File: config.mk
export PLATFORM = sky130hd
export DESIGN_NAME = fetch_sequencer_flat
export DESIGN_NICKNAME = d
export VERILOG_FILES = /design/src/rtl/fetch_sequencer_if.sv /design/src/rtl/fetch_sequencer.sv /design/src/flat_wrapper.sv
export SDC_FILE = /design/constraint.sdc
export NUM_CORES = 1
export LEC_CHECK = 0
export ABC_AREA = 1
export BUFFER_PORTS_ARGS = -buffer_cell sky130_fd_sc_hd__buf_2
export CAP_MARGIN = 20
export CORE_MARGIN = 1.5
export CORE_UTILIZATION = 58
export DETAILED_ROUTE_END_ITERATION = 8
export PLACE_DENSITY = 0.86
export SLEW_MARGIN = 5
export SYNTH_ARGS = -nofsm -noshare
export SYNTH_HDL_FRONTEND = slang
export SYNTH_SLANG_ARGS = --single-unit
export TNS_END_PERCENT = 10
File: constraint.sdc
create_clock -name clk -period 3.35 [get_ports clk]
set_clock_uncertainty 0.2 [all_clocks]
set_input_delay 0.335 -clock clk [delete_from_list [all_inputs] [get_ports clk]]
set_output_delay 0.335 -clock clk [all_outputs]
set_load 0.01 [all_outputs]
File: src/rtl/fetch_sequencer_if.sv
// Instruction memory request/acknowledge port of the fetch stage.
interface fetch_sequencer_if;
    logic        mem_req;
    logic [31:0] mem_addr;
    logic        mem_ack;
    logic [31:0] mem_rdata;

    // Fetch side drives the request, memory side answers it.
    modport master (output mem_req, output mem_addr, input mem_ack, input mem_rdata);
    modport slave  (input mem_req, input mem_addr, output mem_ack, output mem_rdata);
endinterface

File: src/rtl/fetch_sequencer.sv
// Fetch-stage sequencer: owns the fetch PC and keeps one instruction memory
// request outstanding at a time. Returned words go into a one-entry buffer
// for decode. Decode stalls hold the buffer, and branch redirects squash
// wrong-path returns.
module fetch_sequencer #(
    parameter logic [31:0] BOOT_ADDR = 32'h0000_0000,
    parameter int unsigned MAX_WAIT  = 16
) (
    input  logic                      clk,
    input  logic                      reset_n,
    input  logic                      stall_d,
    input  logic                      pcsrc_d,
    input  logic [31:0]               pc_branch_d,
    fetch_sequencer_if.master         mem,
    output logic [31:0]               instr_f,
    output logic [31:0]               pc_plus_4f,
    output logic                      instr_valid_f,
    output logic                      stall_miss,
    output logic                      err
);

    localparam int unsigned WAIT_W = 8;
    localparam logic [WAIT_W-1:0] WAIT_LAST = WAIT_W'(MAX_WAIT - 1);

    typedef enum logic [1:0] {
        S_BOOT  = 2'd0,
        S_FETCH = 2'd1,
        S_HOLD  = 2'd2,
        S_ERROR = 2'd3
    } state_e;

    state_e            state_q, state_d;
    logic [31:0]       pc_q, pc_d;
    logic [31:0]       instr_q, instr_d;
    logic [31:0]       pc_plus_4_q, pc_plus_4_d;
    logic              instr_valid_q, instr_valid_d;
    logic              discard_q, discard_d;
    logic [31:0]       hold_addr_q, hold_addr_d;
    logic [WAIT_W-1:0] wait_cnt_q, wait_cnt_d;
    logic              err_q, err_d;

    logic        in_fetch;
    logic        ack;
    logic        consume;
    logic        redirect;
    logic        timeout;
    logic [31:0] pc_inc;

    assign in_fetch = (state_q == S_FETCH);
    assign ack      = in_fetch & mem.mem_ack;
    assign consume  = instr_valid_q & ~stall_d;
    assign redirect = pcsrc_d & ~stall_d;
    assign timeout  = in_fetch & ~mem.mem_ack & (wait_cnt_q == WAIT_LAST);
    assign pc_inc   = pc_q + 32'd4;

    // Next-state, PC, buffer and handshake bookkeeping.
    always_comb begin
        state_d       = state_q;
        pc_d          = pc_q;
        instr_d       = instr_q;
        pc_plus_4_d   = pc_plus_4_q;
        instr_valid_d = instr_valid_q;
        discard_d     = discard_q;
        hold_addr_d   = hold_addr_q;
        wait_cnt_d    = wait_cnt_q;
        err_d         = err_q;

        if (consume) begin
            instr_valid_d = 1'b0;
        end

        case (state_q)
            S_BOOT: begin
                state_d = S_FETCH;
            end
            S_FETCH: begin
                if (ack) begin
                    wait_cnt_d = '0;
                    if (discard_q) begin
                        discard_d = 1'b0;
                    end else if (stall_d && instr_valid_q) begin
                        // Buffer still occupied: drop the word, refetch the same pc later.
                        state_d = S_HOLD;
                    end else begin
                        instr_d       = mem.mem_rdata;
                        pc_plus_4_d   = pc_inc;
                        instr_valid_d = 1'b1;
                        pc_d          = pc_inc;
                    end
                end else if (timeout) begin
                    state_d = S_ERROR;
                    err_d   = 1'b1;
                end else begin
                    wait_cnt_d = wait_cnt_q + WAIT_W'(1);
                end
            end
            S_HOLD: begin
                if (!stall_d) begin
                    state_d = S_FETCH;
                end
            end
            default: begin
                instr_valid_d = 1'b0;
                err_d         = 1'b1;
            end
        endcase

        // A redirect overrides everything except a memory timeout or the error state.
        if (redirect && (state_q != S_ERROR) && !timeout) begin
            pc_d          = pc_branch_d;
            instr_d       = instr_q;
            pc_plus_4_d   = pc_plus_4_q;
            instr_valid_d = 1'b0;
            state_d       = S_FETCH;
            if (in_fetch && !mem.mem_ack) begin
                // The request in flight is wrong-path: keep its address and squash its return.
                discard_d = 1'b1;
                if (!discard_q) begin
                    hold_addr_d = pc_q;
                end
            end
        end
    end

    // State and datapath registers with synchronous active-low reset.
    always_ff @(posedge clk) begin
        if (!reset_n) begin
            state_q       <= S_BOOT;
            pc_q          <= BOOT_ADDR;
            instr_q       <= '0;
            pc_plus_4_q   <= '0;
            instr_valid_q <= 1'b0;
            discard_q     <= 1'b0;
            hold_addr_q   <= '0;
            wait_cnt_q    <= '0;
            err_q         <= 1'b0;
        end else begin
            state_q       <= state_d;
            pc_q          <= pc_d;
            instr_q       <= instr_d;
            pc_plus_4_q   <= pc_plus_4_d;
            instr_valid_q <= instr_valid_d;
            discard_q     <= discard_d;
            hold_addr_q   <= hold_addr_d;
            wait_cnt_q    <= wait_cnt_d;
            err_q         <= err_d;
        end
    end

    assign mem.mem_req   = in_fetch;
    assign mem.mem_addr  = discard_q ? hold_addr_q : pc_q;
    assign stall_miss    = in_fetch & ~mem.mem_ack;
    assign instr_f       = instr_q;
    assign pc_plus_4f    = pc_plus_4_q;
    assign instr_valid_f = instr_valid_q;
    assign err           = err_q;

endmodule

File: src/flat_wrapper.sv
// flat-port wrapper written by rule: the top's interface ports become plain ports
module fetch_sequencer_flat 
#(
    parameter logic [31:0] BOOT_ADDR = 32'h0000_0000,
    parameter int unsigned MAX_WAIT  = 16
)
  (clk, reset_n, stall_d, pcsrc_d, pc_branch_d, instr_f, pc_plus_4f, instr_valid_f, stall_miss, err, mem_mem_req, mem_mem_addr, mem_mem_ack, mem_mem_rdata);
  fetch_sequencer_if mem_i ();
  input  logic clk;
  input  logic reset_n;
  input  logic stall_d;
  input  logic pcsrc_d;
  input  logic [31:0] pc_branch_d;
  output logic [31:0] instr_f;
  output logic [31:0] pc_plus_4f;
  output logic instr_valid_f;
  output logic stall_miss;
  output logic err;
  output wire logic [$bits(mem_i.mem_req)-1:0] mem_mem_req;
  output wire logic [$bits(mem_i.mem_addr)-1:0] mem_mem_addr;
  input wire logic [$bits(mem_i.mem_ack)-1:0] mem_mem_ack;
  input wire logic [$bits(mem_i.mem_rdata)-1:0] mem_mem_rdata;
  assign mem_mem_req = mem_i.mem_req;
  assign mem_mem_addr = mem_i.mem_addr;
  assign mem_i.mem_ack = mem_mem_ack;
  assign mem_i.mem_rdata = mem_mem_rdata;
  fetch_sequencer #(.BOOT_ADDR(BOOT_ADDR), .MAX_WAIT(MAX_WAIT)) u_core (.clk(clk), .reset_n(reset_n), .stall_d(stall_d), .pcsrc_d(pcsrc_d), .pc_branch_d(pc_branch_d), .mem(mem_i), .instr_f(instr_f), .pc_plus_4f(pc_plus_4f), .instr_valid_f(instr_valid_f), .stall_miss(stall_miss), .err(err));
endmodule
* After elaboration in Yosys (flattened, before gate mapping)
Index checks and enable logic that the tools add are counted.
Storage, ports and cells: register bits after elaboration 141, bits of input ports 69, output and inout bits 100, word-level logic and storage cells 88
Cells by class: $add $sub $neg 2, equal/unequal tests 17, mux-type cells 27, bitwise logic cells 12, reductions and logical operators 20
Operator list (number):
- 32-bit two-way mux | 6
- 32-bit by 3-bit adder with 32-bit output, second input constant | 1
- 8-bit two-way mux | 2
- 5-bit AND reduction | 3
- 2-bit != test, second input constant | 6
- 4-bit != test, second input constant | 3
- 1-bit two-way mux | 11
- 2-bit two-way mux | 5
- 3-bit != test, second input constant | 3
- 8-bit by 1-bit adder with 8-bit output, second input constant | 1
- 8-bit by 4-bit equality test with 1-bit output, second input constant | 1
- 1-bit inverter | 7
- 2-bit one-hot mux with 3 select lines | 1
- 1-bit AND | 5
- 1-bit logical AND | 4
- 1-bit one-hot mux with 2 select lines | 2
- 2-bit AND reduction | 2
- 4-bit AND reduction | 1
- 2-bit nonzero test | 2
- 4-bit nonzero test | 1
- 2-bit OR reduction | 2
- 3-bit by 2-bit != test with 1-bit output, second input constant | 1
- 3-bit AND reduction | 1
- 3-bit nonzero test | 1
- 5 further kinds | 6

* Depth between registers and ports, before layout
Gate-level depths: netlist of the first run.
word-level depth 7, gate-level depth with buffers 10, gate-level depth less buffers 10

* Worst setup path after synthesis of the first run
OpenSTA, ideal clock, no wires.
path type reg2reg, start register u_core.wait_cnt_q[0], end register u_core.hold_addr_q[16], setup time 0.119 ns, data arrival time 1.447 ns, required time 3.031 ns, path slack 1.583 ns, cell stages (with the launch flop) 10, buffers on the path 2, period minus slack after synthesis 1.767 ns, cell sequence dfxtp_1 > ha_1 > nand3_1 > nor2_2 > a21oi_4 > nand2_1 > buf_4 > buf_4 > o21ai_1 > a21oi_1
On the way: word-level cells in the longest chain between the ends 5
Ends and longest elaborated chain:
- start: declaration | RTL line fetch_sequencer.sv:39 | logic [WAIT_W-1:0] wait_cnt_q, wait_cnt_d;
- start signal: assignment | RTL line fetch_sequencer.sv:145 | wait_cnt_q <= wait_cnt_d;
- 8-bit by 4-bit equality test with 1-bit output | RTL line fetch_sequencer.sv:53 | assign timeout = in_fetch & ~mem.mem_ack & (wait_cnt_q == WAIT_LAST);
- 1-bit AND | RTL line fetch_sequencer.sv:53
- 1-bit logical NOT | RTL line fetch_sequencer.sv:109 | if (redirect && (state_q != S_ERROR) && !timeout) begin
- 1-bit logical AND | RTL line fetch_sequencer.sv:109
- 2-bit AND reduction (no line)
- end signal: assignment | RTL line fetch_sequencer.sv:144 | hold_addr_q <= hold_addr_d;
- end: declaration | RTL line fetch_sequencer.sv:38 | logic [31:0] hold_addr_q, hold_addr_d;
Every way passes these cells. A chain may end at the register's enable or synchronous reset.

* Worst setup path after layout of the first run
start register u_core.wait_cnt_q[1], end register u_core.hold_addr_q[1]
Same word-level chain as after synthesis.

==> flow_results.org, run 1 <==
** Floorplanning
- The floorplan step defined a die boundary enclosing roughly 0.012 sq mm.
- The floorplan has 39 rows.
- Chip Width :: 110 microns
- Floorplan core area :: 0.0113 sq mm
- For this configuration, the core starts out at a cell density of 0.591.
- Number of top-level design ports :: between 150 and 200
- Height of the die :: 110 microns

** CTS
- Level count of the clock H-tree :: 4
- TritonCTS built the clock tree.
- Counting the buffers created by CTS gives 17.
- Number of gates resized after cts :: 0
- Clock-pin slew on the worst setup and hold paths :: 0.06 ns
- Clock Tree Root :: sky130_fd_sc_hd__clkbuf_16
- The clock passes through at most 2 buffers.
- The clock reaches the later pin of the worst-skew pair after 0.42 ns.
- TritonCTS sink count :: 141

** Logic synthesis
- Counting instances in the post-synthesis netlist gives the leading cell types as sky130_fd_sc_hd__nand2_1, sky130_fd_sc_hd__nor2_1, sky130_fd_sc_hd__dfxtp_1.
- Post-synthesis register bit count :: 141
- Counting flops with an async set or reset pin after synthesis yields a share of 0.
- Post-synth EDFFs :: 0
- After synthesis the cells add up to 0.00669 sq mm.
- Syn Inst Count :: 1000
- Synthesized area per cell :: 6.69 sq um
- For this run, the number of Yosys warnings is 0.
- Post-synth net total :: 1071
- Distinct cell type count after synthesis :: 32
- The synthesized design spends more area on one cell type than any other, namely sky130_fd_sc_hd__dfxtp_1.
- Yosys instantiated no cell more often than sky130_fd_sc_hd__nand2_1.
- Area fraction of the dominant cell type after synthesis :: 0.422
- Sequential-to-total area share from yosys stat :: 0.422
- In the synthesized netlist the dominant register cell turns out to be sky130_fd_sc_hd__dfxtp_1.
- Leading cell types by total area after synthesis :: sky130_fd_sc_hd__dfxtp_1, sky130_fd_sc_hd__nand2_1, sky130_fd_sc_hd__nor2_1

** Pwr
- For this design the static power due to leakage is 4.02 nW.
- After layout, the design draws a total of approximately 0.0043 W.
- Worst-case vdd ir drop :: just under 0.3 mV
- Power per cell area :: roughly 510 mW/mm^2

** STA
- The worst path needs about 2.3 ns of the cycle, external delays included.
- Summed over all failing endpoints, the final setup total negative slack is 0 ns.
- For the pin with the worst max-slew slack, the measured transition is 0.809 ns.
- Setup violations remaining at the end of the flow were counted as 0.
- In the finished design, the share of the clock period the worst path needs comes to 0.698.
- Final hold violation count :: 0
- Timing would allow up to 0.428 GHz.
- RSZ-0062 raised after global routing :: no
- In this run the tightest slew margin relative to its limit is 0.461.
- Final number of max-transition violations :: 0

** Drt
- Violation count after the first detailed-route iteration :: around 530
- Detailed routing inserted a total of ~7000 vias.
- The first detailed-routing pass took 6 iterations.
- In the routed design, unresolved DRC markers number 0.
- Routed length per instance :: ~14 microns
- After detailed routing, the number of vias per cell comes to between 5 and 6.
- Antenna-violating nets left :: 0
- After detailed routing, the total wire length is 19500 microns.

** Placed design
- During placement, the flow inserted port buffers numbering 168.
- Final weighted congestion in routability-driven placement :: 0.945
- The wire-length estimate of the detail-placed layout is 12300 microns.

** Hold path
- Class of the worst hold path :: in -> reg

** Setup path
- Element type at the critical path start :: register
- Largest stage delay on the critical path :: 0.51 ns
- Element type at the critical path end :: register
- Data on the critical path is required at its endpoint by ~3.5 ns.
- Worst-path cell chain :: ha_1, nand3_1, nor2_2, a21oi_4, nand2_2, buf_4, o21ai_0, a21oi_1
- Data arrives at the worst endpoint at about 2.5 ns.
- The critical path is of the reg -> reg type.
- The slowest stage of the critical path belongs to the cell sky130_fd_sc_hd__nand2_2.
- Highest net fanout along the worst path :: 43

** Global route
- Initial antenna violation count :: 0
- Global Route Usage Sum :: 0.327
- First-pass GRT wire length :: 30800 microns
- Entering global routing, the biggest net connects 72 pins.
- Global-route congestion overflow total :: 0
- Number of global-route vias before repair :: approximately 6600

** Layout
- Synth-to-Final Area Change :: 27.3%
- The multi-input combinational cells in the finished layout cover a total of roughly 0.0032 sq mm.
- Net count reported at finish :: ~1300
- In the final layout, the share of cells above drive strength 1 is 0.188.
- Antenna diode count :: 0
- The layout has slightly above 800 filler cells.
- Sequential cell area in the final layout :: 0.00282 sq mm

** Run status
- The run finished with clean final reports.

** Job
- Across the run, the number of max-cap violations was 0.
-- stage by stage --
stage	instances	util	area (sq um)	hold slack, ns	setup WS [ns]
final	1345	0.752	8510	0.0274	1.01
after global routing	1345	0.752	8510	0.0337	0.798
after CTS	1345	0.752	8510	0.0178	1.00
after detailed placement	1272	0.666	7540	0.242	1.06
after global placement	1272	0.666	7540	0.241	1.15
after floorplan	1000	-	6690	0.229	1.58
-- worst max-delay path, delay by kind of cell (launching register included) --
| family | cells | cell delay [ns] |
|---|---|---|
| AOI/OAI and AO/OA | 3 | 0.36 |
| adders and majority gates | 1 | 0.19 |
| DFF | 1 | 0.35 |
| buffers and inverters | 1 | 0.29 |
| and+or+nand+nor | 3 | 0.86 |
-- cells in the final DEF, fill, tap and decap left out, drive strengths merged --
cell type / instances
nand3b: 10
clkinvlp: 5
bufinv: 1
nor3b: 1
a31oi: 1
xnor2: 3
a21oi: 81
nand3: 57
o21ai: 116
dlygate4sd3: 41
nor3: 6
clkinv: 6
xor2: 5
dfxtp: 141
o211a: 7
o22ai: 4
ha: 2
o21bai: 4
clkbuf: 19
nand2: 226
buf: 177
inv: 123
o211ai: 4
nand4: 4
nor2: 158
-- state kept, by name, indices dropped and copies added (netlist names), named ones only --
| name | count |
|---|---|
| u_core.err | 1 |
| u_core.hold_addr_q | 32 |
| u_core.instr_f | 32 |
| u_core.instr_valid_f | 1 |
| u_core.pc_plus_4f | 32 |
| u_core.pc_q | 32 |
| u_core.state_q | 2 |
| u_core.wait_cnt_q | 8 |
-- metal layers --
layer / wire (microns) / track usage
met5: 0 / 0
met4: 338 / 0.108
met3: 1910 / 0.0899
met2: 9010 / 0.538
met1: 8230 / 0.415
-- cells by family after synthesis --
kind of cell,after synthesis,share of synthesized area
adders and majority gates,2,0.00374
xor gates and xnor gates,8,0.0105
DFF,141,0.422
buffers and inverters,170,0.104
and+or+nand+nor,462,0.286
AOI/OAI and AO/OA,217,0.173
-- area by class of cell --
type                            instances  share of cell area
Sequential cell                       141               0.332
Inverter                              122              0.0538
Clock buffer                           19              0.0521
Multi-Input combinational cell        689               0.372
Clock inverter                         13              0.0138
Timing Repair Buffer                  218               0.155
Tap cell                              143              0.0210
-- where the power goes --
group | switching (W) | internal (W)
combinational | 0.000390 | 0.000251
clock | 0.000752 | 0.00104
sequential | 0.0000926 | 0.00178
-- final timing paths --
path / from / end / slack [ns] / depth (start not counted)
max: u_core.wait_cnt_q[1] / u_core.hold_addr_q[1] / 1.01 / 8
min: pc_branch_d[3] / u_core.pc_q[3] / 0.03 / 3
max reg2reg: u_core.wait_cnt_q[1] / u_core.hold_addr_q[1] / 1.01 / 8
min reg2reg: u_core.hold_addr_q[19] / u_core.hold_addr_q[19] / 0.25 / 2
-- timing repair --
item | CTS | global route
buffers inserted | 0 | 0
hold buffers | 41 | 0
endpoints found under the hold margin | 41 | 0
No activity file was read; power rests on OpenSTA's default activity.
==> run 2: changes to the inputs <==
--- a/config.mk
+++ b/config.mk
@@ -9,9 +9,9 @@
 export BUFFER_PORTS_ARGS = -buffer_cell sky130_fd_sc_hd__buf_2
 export CAP_MARGIN = 20
 export CORE_MARGIN = 1.5
-export CORE_UTILIZATION = 58
+export CORE_UTILIZATION = 53
 export DETAILED_ROUTE_END_ITERATION = 8
-export PLACE_DENSITY = 0.86
+export PLACE_DENSITY = 0.8
 export SLEW_MARGIN = 5
 export SYNTH_ARGS = -nofsm -noshare
 export SYNTH_HDL_FRONTEND = slang
==> constraint.sdc (replaced) <==
create_clock -name clk -period 2.2 [get_ports clk]
set_clock_uncertainty 0.2 [all_clocks]
set_input_delay 0.22 -clock clk [delete_from_list [all_inputs] [get_ports clk]]
set_output_delay 0.22 -clock clk [all_outputs]
set_load 0.01 [all_outputs]
==> run 2 against run 1 <==
Power up 57%. Sequential power increased by 52%. Global-route usage down 1.0 points. Clock-buffer cell count grew 3. Via count grew 2.3%. Die area is 9.2% higher. Critical endpoint is now u_core.pc_plus_4f[23]. Sequential cell count is the same.
==> flow_results.org, run 2 (synthesis results as in run 1) <==
** Pwr
- For this design the total switching power over the nets is 0.00184 W.
- Dividing total power by cell area gives a power density of 754 mW/mm^2.
- Sw frac :: 0.273
- The share of total power dissipated in combinational logic is 0.158.
- Power comes to ~0.0068 W.
- Register share of total power :: 0.422
- Across the VDD grid, the largest voltage drop is 0.558 mV.
- Internal power :: 0.00492 W
- The analysis attributes to cell leakage a power of around 4.2 nW.
- The share of total power dissipated in the clock network is 0.420.

** CTS
- Post-CTS Setup Bufs :: 0
- At the later pin of the worst-skew pair, clock insertion delay measures 0.42 ns.
- The clock net in this run drives a total of 141 sinks.
- Clock-pin slew was measured on the worst setup and hold paths at 0.06 ns.
- CTS tree :: built
- Number of buffers inserted during clock tree synthesis :: 17
- The root buffer cell chosen for the clock tree is sky130_fd_sc_hd__clkbuf_16.
- The clock passes through at most 2 buffers.
- CTS built an H-tree with a depth of 4.

** STA
- Portion of the clock cycle consumed by the worst path in the final layout :: 0.941
- For the pin with the worst max-slew slack, the measured transition is 0.443 ns.
- Measured against its own limit, the worst slew margin works out to 0.704.
- RSZ-0062 raised after global routing :: no
- The worst path in the final design needs a cycle of 2.07 ns, including I/O delays and setup.
- Hold timing on the final database bottoms out at a slack of roughly 0.038 ns.
- Final-report setup violation count :: 0
- Peak clock frequency supported by timing :: about 0.48 GHz
- The final hold violation count came to 0.
- Total negative slack :: 0 ns
- The max-slew violation count came to 0.

** Drt
- The detail route stage leaves a number of antenna-violating nets equal to 0.
- Vias post-DR :: 7279
- Per-cell via count in the routed design :: 5.18
- In the final routed layout, each cell accounts on average for ~15 microns.
- First-pass iteration count of the detailed router :: 5
- In the routed design, unresolved DRC markers number 0.
- Summed over all layers, the routed wires come to 20400 microns.
- Violation count after the first detailed-route iteration :: 785

** Layout
- At the end of the flow the core is filled with cells to 0.738.
- The area growth from synthesis to layout is 34.3%.
- Most common library cell in the layout ignoring fill and taps :: sky130_fd_sc_hd__nand2_1
- Layout cells sized above 1 :: 0.191
- Area of the multi-input gates :: 0.00317 sq mm
- The filler cells instantiated in the layout total 947.
- For this run, the post-layout net count is ~1300.
- The top cell types in the final layout, fill and taps aside, are sky130_fd_sc_hd__nand2_1, sky130_fd_sc_hd__buf_2, sky130_fd_sc_hd__nor2_1.
- The number of antenna diodes in the final layout is 0.
- Summing all flip-flop and latch instances after layout gives between 0.002 and 0.003 sq mm.
- Layout Cells excl Fill :: around 1400

** Setup path
- The critical path is of the in -> reg type.
- The worst setup path is captured at a register.
- STA classifies the critical path startpoint as an input port.
- Across all register-to-register paths, the minimum setup slack is 0.23 ns.
- For the worst setup path, the data required time is about 2.3 ns.
- Data arrives at the worst endpoint at 2.21 ns.
- Highest net fanout along the worst path :: 25

** Floorplanning
- Initial standard-cell utilization of the core :: 0.550
- Count of standard-cell rows :: 40
- The core region is 0.0122 sq mm.
- 169 I/O pins were placed.
- Chip Width :: between 100 and 150 microns
- Height of the die :: 115 microns
- The floorplan step defined a die boundary enclosing 0.0133 sq mm.

** Job
- Across the run, the number of max-cap violations was 0.

** Run status
- Outcome :: complete, no violations

** Placed design
- Final weighted congestion in routability-driven placement :: about 0.94
- The count of buffers added on input and output ports is between 150 and 200.
- HPWL after detailed placement :: about 13000 microns
- DP Cell Count :: 1307

** Global route
- The initial antenna violation count is 0.
- Entering global routing, the biggest net connects 75 pins.
- Global-route congestion overflow total :: 0
- The number of global-route vias before repair came to 6730.
- The first global-routing pass estimated roughly 33000 microns of wire.
- Across every metal layer, demand over resource in global routing totals 0.317.

** Hold path
- In this run the worst hold path is classified as in -> reg.
==> run 2: cell count changes in the layout (fill, tap and decap cells not counted) <==
cell                            delta
sky130_fd_sc_hd__bufinv_16         +1
sky130_fd_sc_hd__clkbuf_1          +1
sky130_fd_sc_hd__clkinv_2          +1
sky130_fd_sc_hd__clkbuf_8          +2
sky130_fd_sc_hd__buf_6             +1
sky130_fd_sc_hd__nor2_2            +1
sky130_fd_sc_hd__clkinvlp_4        -3
sky130_fd_sc_hd__dlygate4sd3_1    +24
sky130_fd_sc_hd__clkinv_4          -2
sky130_fd_sc_hd__buf_12            +7
sky130_fd_sc_hd__nor2_1            -1
sky130_fd_sc_hd__buf_4             +2
==> run 2: routing by layer <==
metal  up-vias  GRT usage  wire length [microns]
met1      3293      0.420                   8930
met5         -          0                      0
li1       3621          -                      -
met4         0      0.119                    478
met3        50     0.0849                   1660
met2       315      0.497                   9330
==> run 2: repair_timing <==
item / CTS / global route
hold buffers: 65 / 0
endpoints found under the setup margin: 0 / 12
hold endpoints to repair: 66 / 0
resized for setup: 0 / 2
==> run 2: layout make-up <==
| type | instances | area share |
|---|---|---|
| Tap cell | 168 | 0.0234 |
| Inverter | 122 | 0.0510 |
| Multi-Input combinational cell | 689 | 0.353 |
| Clock inverter | 10 | 0.0125 |
| Clock buffer | 22 | 0.0528 |
| Sequential cell | 141 | 0.315 |
| Timing Repair Buffer | 252 | 0.192 |
==> run 2: final timing paths <==
kind	endpoint	from	cells past startpoint
worst min register to register	u_core.hold_addr_q[12]	u_core.hold_addr_q[12]	2
worst max register to register	u_core.pc_q[19]	u_core.pc_q[8]	8
worst min-delay path	u_core.err	reset_n	3
worst max-delay path	u_core.pc_plus_4f[23]	stall_d	10
==> run 2: stage by stage <==
| stage | setup slack (ns) | cell area [sq um] |
|---|---|---|
| 3_5_place_dp | 0.245 | 7730 |
| 3_3_place_gp | 0.312 | 7730 |
| 2_1_floorplan | 0.433 | 6690 |
| 6_report | 0.130 | 8980 |
| 4_1_cts | 0.0306 | 8970 |
| 5_1_grt | 0.00119 | 8980 |
==> run 2: worst max-delay path, stage by stage <==
cell and delay [ns]:
sky130_fd_sc_hd__dlygate4sd3_1 0.54, sky130_fd_sc_hd__buf_2 0.15, sky130_fd_sc_hd__nor2_1 0.14, sky130_fd_sc_hd__nand2_2 0.14, sky130_fd_sc_hd__nand3_4 0.13, sky130_fd_sc_hd__nor2_8 0.05, sky130_fd_sc_hd__inv_2 0.34, sky130_fd_sc_hd__buf_12 0.23
sky130_fd_sc_hd__nand2_1 0.08, sky130_fd_sc_hd__a21oi_1 0.19
==> run 2: power by group through the flow <==
stage | clock network, W | registers [W] | logic (W)
floorplan | 0 | 0.00290 | 0.000539
global placement | 0 | 0.00289 | 0.000940
global route | 0.00297 | 0.00287 | 0.00119
detailed placement | 0 | 0.00289 | 0.000954
CTS | 0.00286 | 0.00284 | 0.00105
finish | 0.00284 | 0.00285 | 0.00107
==> run 3: changes to the inputs <==
--- a/config.mk
+++ b/config.mk
@@ -12,6 +12,7 @@
 export CORE_UTILIZATION = 53
 export DETAILED_ROUTE_END_ITERATION = 8
 export PLACE_DENSITY = 0.8
+export REMOVE_ABC_BUFFERS = 1
 export SLEW_MARGIN = 5
 export SYNTH_ARGS = -nofsm -noshare
 export SYNTH_HDL_FRONTEND = slang
==> run 3 against run 2 <==
First-iteration DRC count is 40% lower. Worst setup slack worse by 0.015 ns. Global-route usage is 1.8 points lower. Via count fell by 0.44%. Worst hold slack improved by 0.050 ns. Sequential power barely moved. Register-to-register slack is essentially flat. Clock-buffer cell count decreased by 2. Critical path depth grew 1. Largest power group unchanged.
==> flow_results.org, run 3 (synthesis results as in run 1) <==
** Run status
- The run finished with clean final reports.

** Floorplanning
- The die is 115 microns tall.
- The floorplan has 40 rows.
- Initial standard-cell utilization of the core :: 0.550
- The floorplan step defined a core boundary enclosing 0.0122 sq mm.
- Chip Width :: approximately 120 microns
- For this design the top-level I/O count stands at 169.
- Die area :: 0.0133 sq mm

** Pwr
- The analysis attributes to cell leakage a power of 4.19 nW.
- IR analysis of the VDD net gives a maximum drop of 0.476 mV.
- Power consumption :: 0.00665 W
- Power per cell area :: 745 mW/mm^2

** Setup path
- Element type at the critical path start :: input port
- Along the worst path, the maximum fanout reaches 27.
- RR Endpoint :: u_core.pc_q[15]
- The number of cells on the worst reg-to-reg path is 9.
- STA puts the critical path data arrival time at 2.16 ns.
- Element type at the critical path end :: register
- Critical path data required time :: 2.28 ns
- Critical path class :: in -> reg
- Startpoint of the lowest-slack register-to-register path :: u_core.state_q[0]
- In this run the register-to-register setup slack is 0.24 ns.

** CTS
- Level count of the clock H-tree :: 4
- After clock tree synthesis, the clock-pin slew on the worst setup and hold paths is about 0.060 ns.
- Post-CTS Setup Bufs :: 0
- In this run, CTS created clock tree buffers numbering 17.
- CTS saw 141 sinks.
- The cell sitting at the root of the clock tree is a sky130_fd_sc_hd__clkbuf_16.
- CTS tree :: built
- Worst-skew pair later-pin latency :: between 0.4 and 0.5 ns
- In this run the deepest clock path goes through 2 buffers.

** Global route
- Initial antenna violation count :: 0
- Global-route congestion overflow total :: 0
- Across every metal layer, demand over resource in global routing totals 0.299.
- The number of global-route vias before repair is 6804.
- The first global-routing pass estimated between 30000 and 40000 microns of wire.
- Pin count of the biggest net entering global routing :: 82

** Drt
- In the detailed route, the total length drawn on met2 is 9280 microns.
- Routed metal-1 wirelength :: 8360 microns
- Detailed route wirelength on metal3 :: roughly 1200 microns
- DRC violation count after routing :: 0
- After detailed routing, the number of vias per cell comes to 5.18.
- Vias post-DR :: roughly 7200
- For this block, the initial DRC count from the detailed router was ~470.
- The count of nets left with antenna violations once routing finished came out at 0.
- The pre-antenna-repair detailed-routing pass consisted of 5 iterations.
- After detailed routing, no signal wire sits above met4.
- Wire length after detailed routing :: approximately 19000 microns
- Dividing the detail-routed wire length by the instance count gives between 10 and 15 microns.

** Layout
- Counting the fill cells in the layout gives 1028.
- In the final layout, the share of cells above drive strength 1 is 0.187.
- Sequential cell area in the final layout :: 0.00282 sq mm
- Most frequent cells in the layout :: sky130_fd_sc_hd__nand2_1, sky130_fd_sc_hd__buf_2, sky130_fd_sc_hd__nor2_1
- Final design utilization :: 0.733
- The multi-input combinational cells in the finished layout cover a total of about 0.0032 sq mm.
- Most common library cell in the layout ignoring fill and taps :: sky130_fd_sc_hd__nand2_1
- Leaving out filler cells and counting taps, the final layout contains 1399.
- Antenna diode count :: 0
- Synth-to-Final Area Change :: 33.4%
- After the last flow step, the layout net total stands at 1289.

** STA
- Actual slew at the worst max-slew pin :: 0.848 ns
- Setup ws final :: between 0.1 and 0.15 ns
- In this run the tightest slew margin relative to its limit is 0.434.
- RSZ-0062 raised after global routing :: yes
- The max-slew violation count was 0.
- In the finished design, the share of the clock period the worst path needs comes to 0.948.
- For this run, the top clock speed supported by timing is 0.480 GHz.
- Final hold violation count :: 0
- Setup violations remaining at the end of the flow were counted as 0.
- Post-layout min period :: 2.09 ns
- Summed over all failing endpoints, the final setup total negative slack is 0 ns.

** Job
- Max_cap viols :: 0

** Placed design
- Buffers on Ports :: ~170
- DP Cell Count :: roughly 1300
- At the end of routability-driven placement, the weighted congestion stood at 0.891.
- Setup Slack @ Placement :: 0.215 ns
- HPWL after detailed placement :: 12300 microns

** Hold path
- Class of the worst hold path :: in -> reg
- The worst hold path passes through 4 cells.
- The worst hold path begins at mem_mem_ack.
- Worst Hold End :: u_core.state_q[0]
## run 3: what timing repair did
item,CTS,global route
gates resized for setup,0,3
endpoints found under the setup margin,0,27
hold buffers,66,0
hold endpoints to repair,70,0
## run 3: layout make-up
class	count	area share
multi-input combinational	689	0.356
sequential	141	0.317
timing repair buffer	247	0.188
inverter	122	0.0514
clock buffer	20	0.0501
tap	168	0.0236
clock inverter	12	0.0136
## run 3: how the worst max path moves through the flow
stage,startpoint,endpoint,slack (ns)
6_report,stall_d,u_core.pc_q[15],0.11
5_1_grt,stall_d,u_core.pc_q[18],-0.005
3_3_place_gp,u_core.pc_q[2],u_core.pc_q[14],0.24
4_1_cts,register,mem_mem_addr[20],0.06
2_1_floorplan,register,u_core.pc_q[7],-0.73
3_5_place_dp,u_core.wait_cnt_q[0],u_core.pc_q[16],0.21
## run 3: stage by stage
step           area, sq um  hold slack, ns
3_3_place_gp          7670           0.238
2_1_floorplan         6450           0.118
3_5_place_dp          7670           0.241
5_1_grt               8910          0.0990
4_1_cts               8900          0.0745
6_report              8910          0.0881
## run 3: routing by layer
metal  vias up  global-route usage
met1      3340               0.360
met4         0               0.112
li1       3626                   -
met5         -                   0
met2       236               0.505
met3        45              0.0891
## run 3: critical path: stages
cell	delay, ns
sky130_fd_sc_hd__dlygate4sd3_1	0.53
sky130_fd_sc_hd__buf_2	0.14
sky130_fd_sc_hd__nor2_1	0.12
sky130_fd_sc_hd__nand2_2	0.13
sky130_fd_sc_hd__nand3_4	0.12
sky130_fd_sc_hd__nor2_8	0.05
sky130_fd_sc_hd__inv_2	0.37
sky130_fd_sc_hd__buf_12	0.25
sky130_fd_sc_hd__a21oi_1	0.06
sky130_fd_sc_hd__nor2_1	0.11
sky130_fd_sc_hd__nor2_1	0.04
## run 3: power breakdown
| part | internal [W] | leakage (nW) | switching, W |
|---|---|---|---|
| combinational | 0.000437 | 2.77 | 0.000600 |
| sequential | 0.00272 | 1.15 | 0.000128 |
| clock | 0.00168 | 0.275 | 0.00108 |
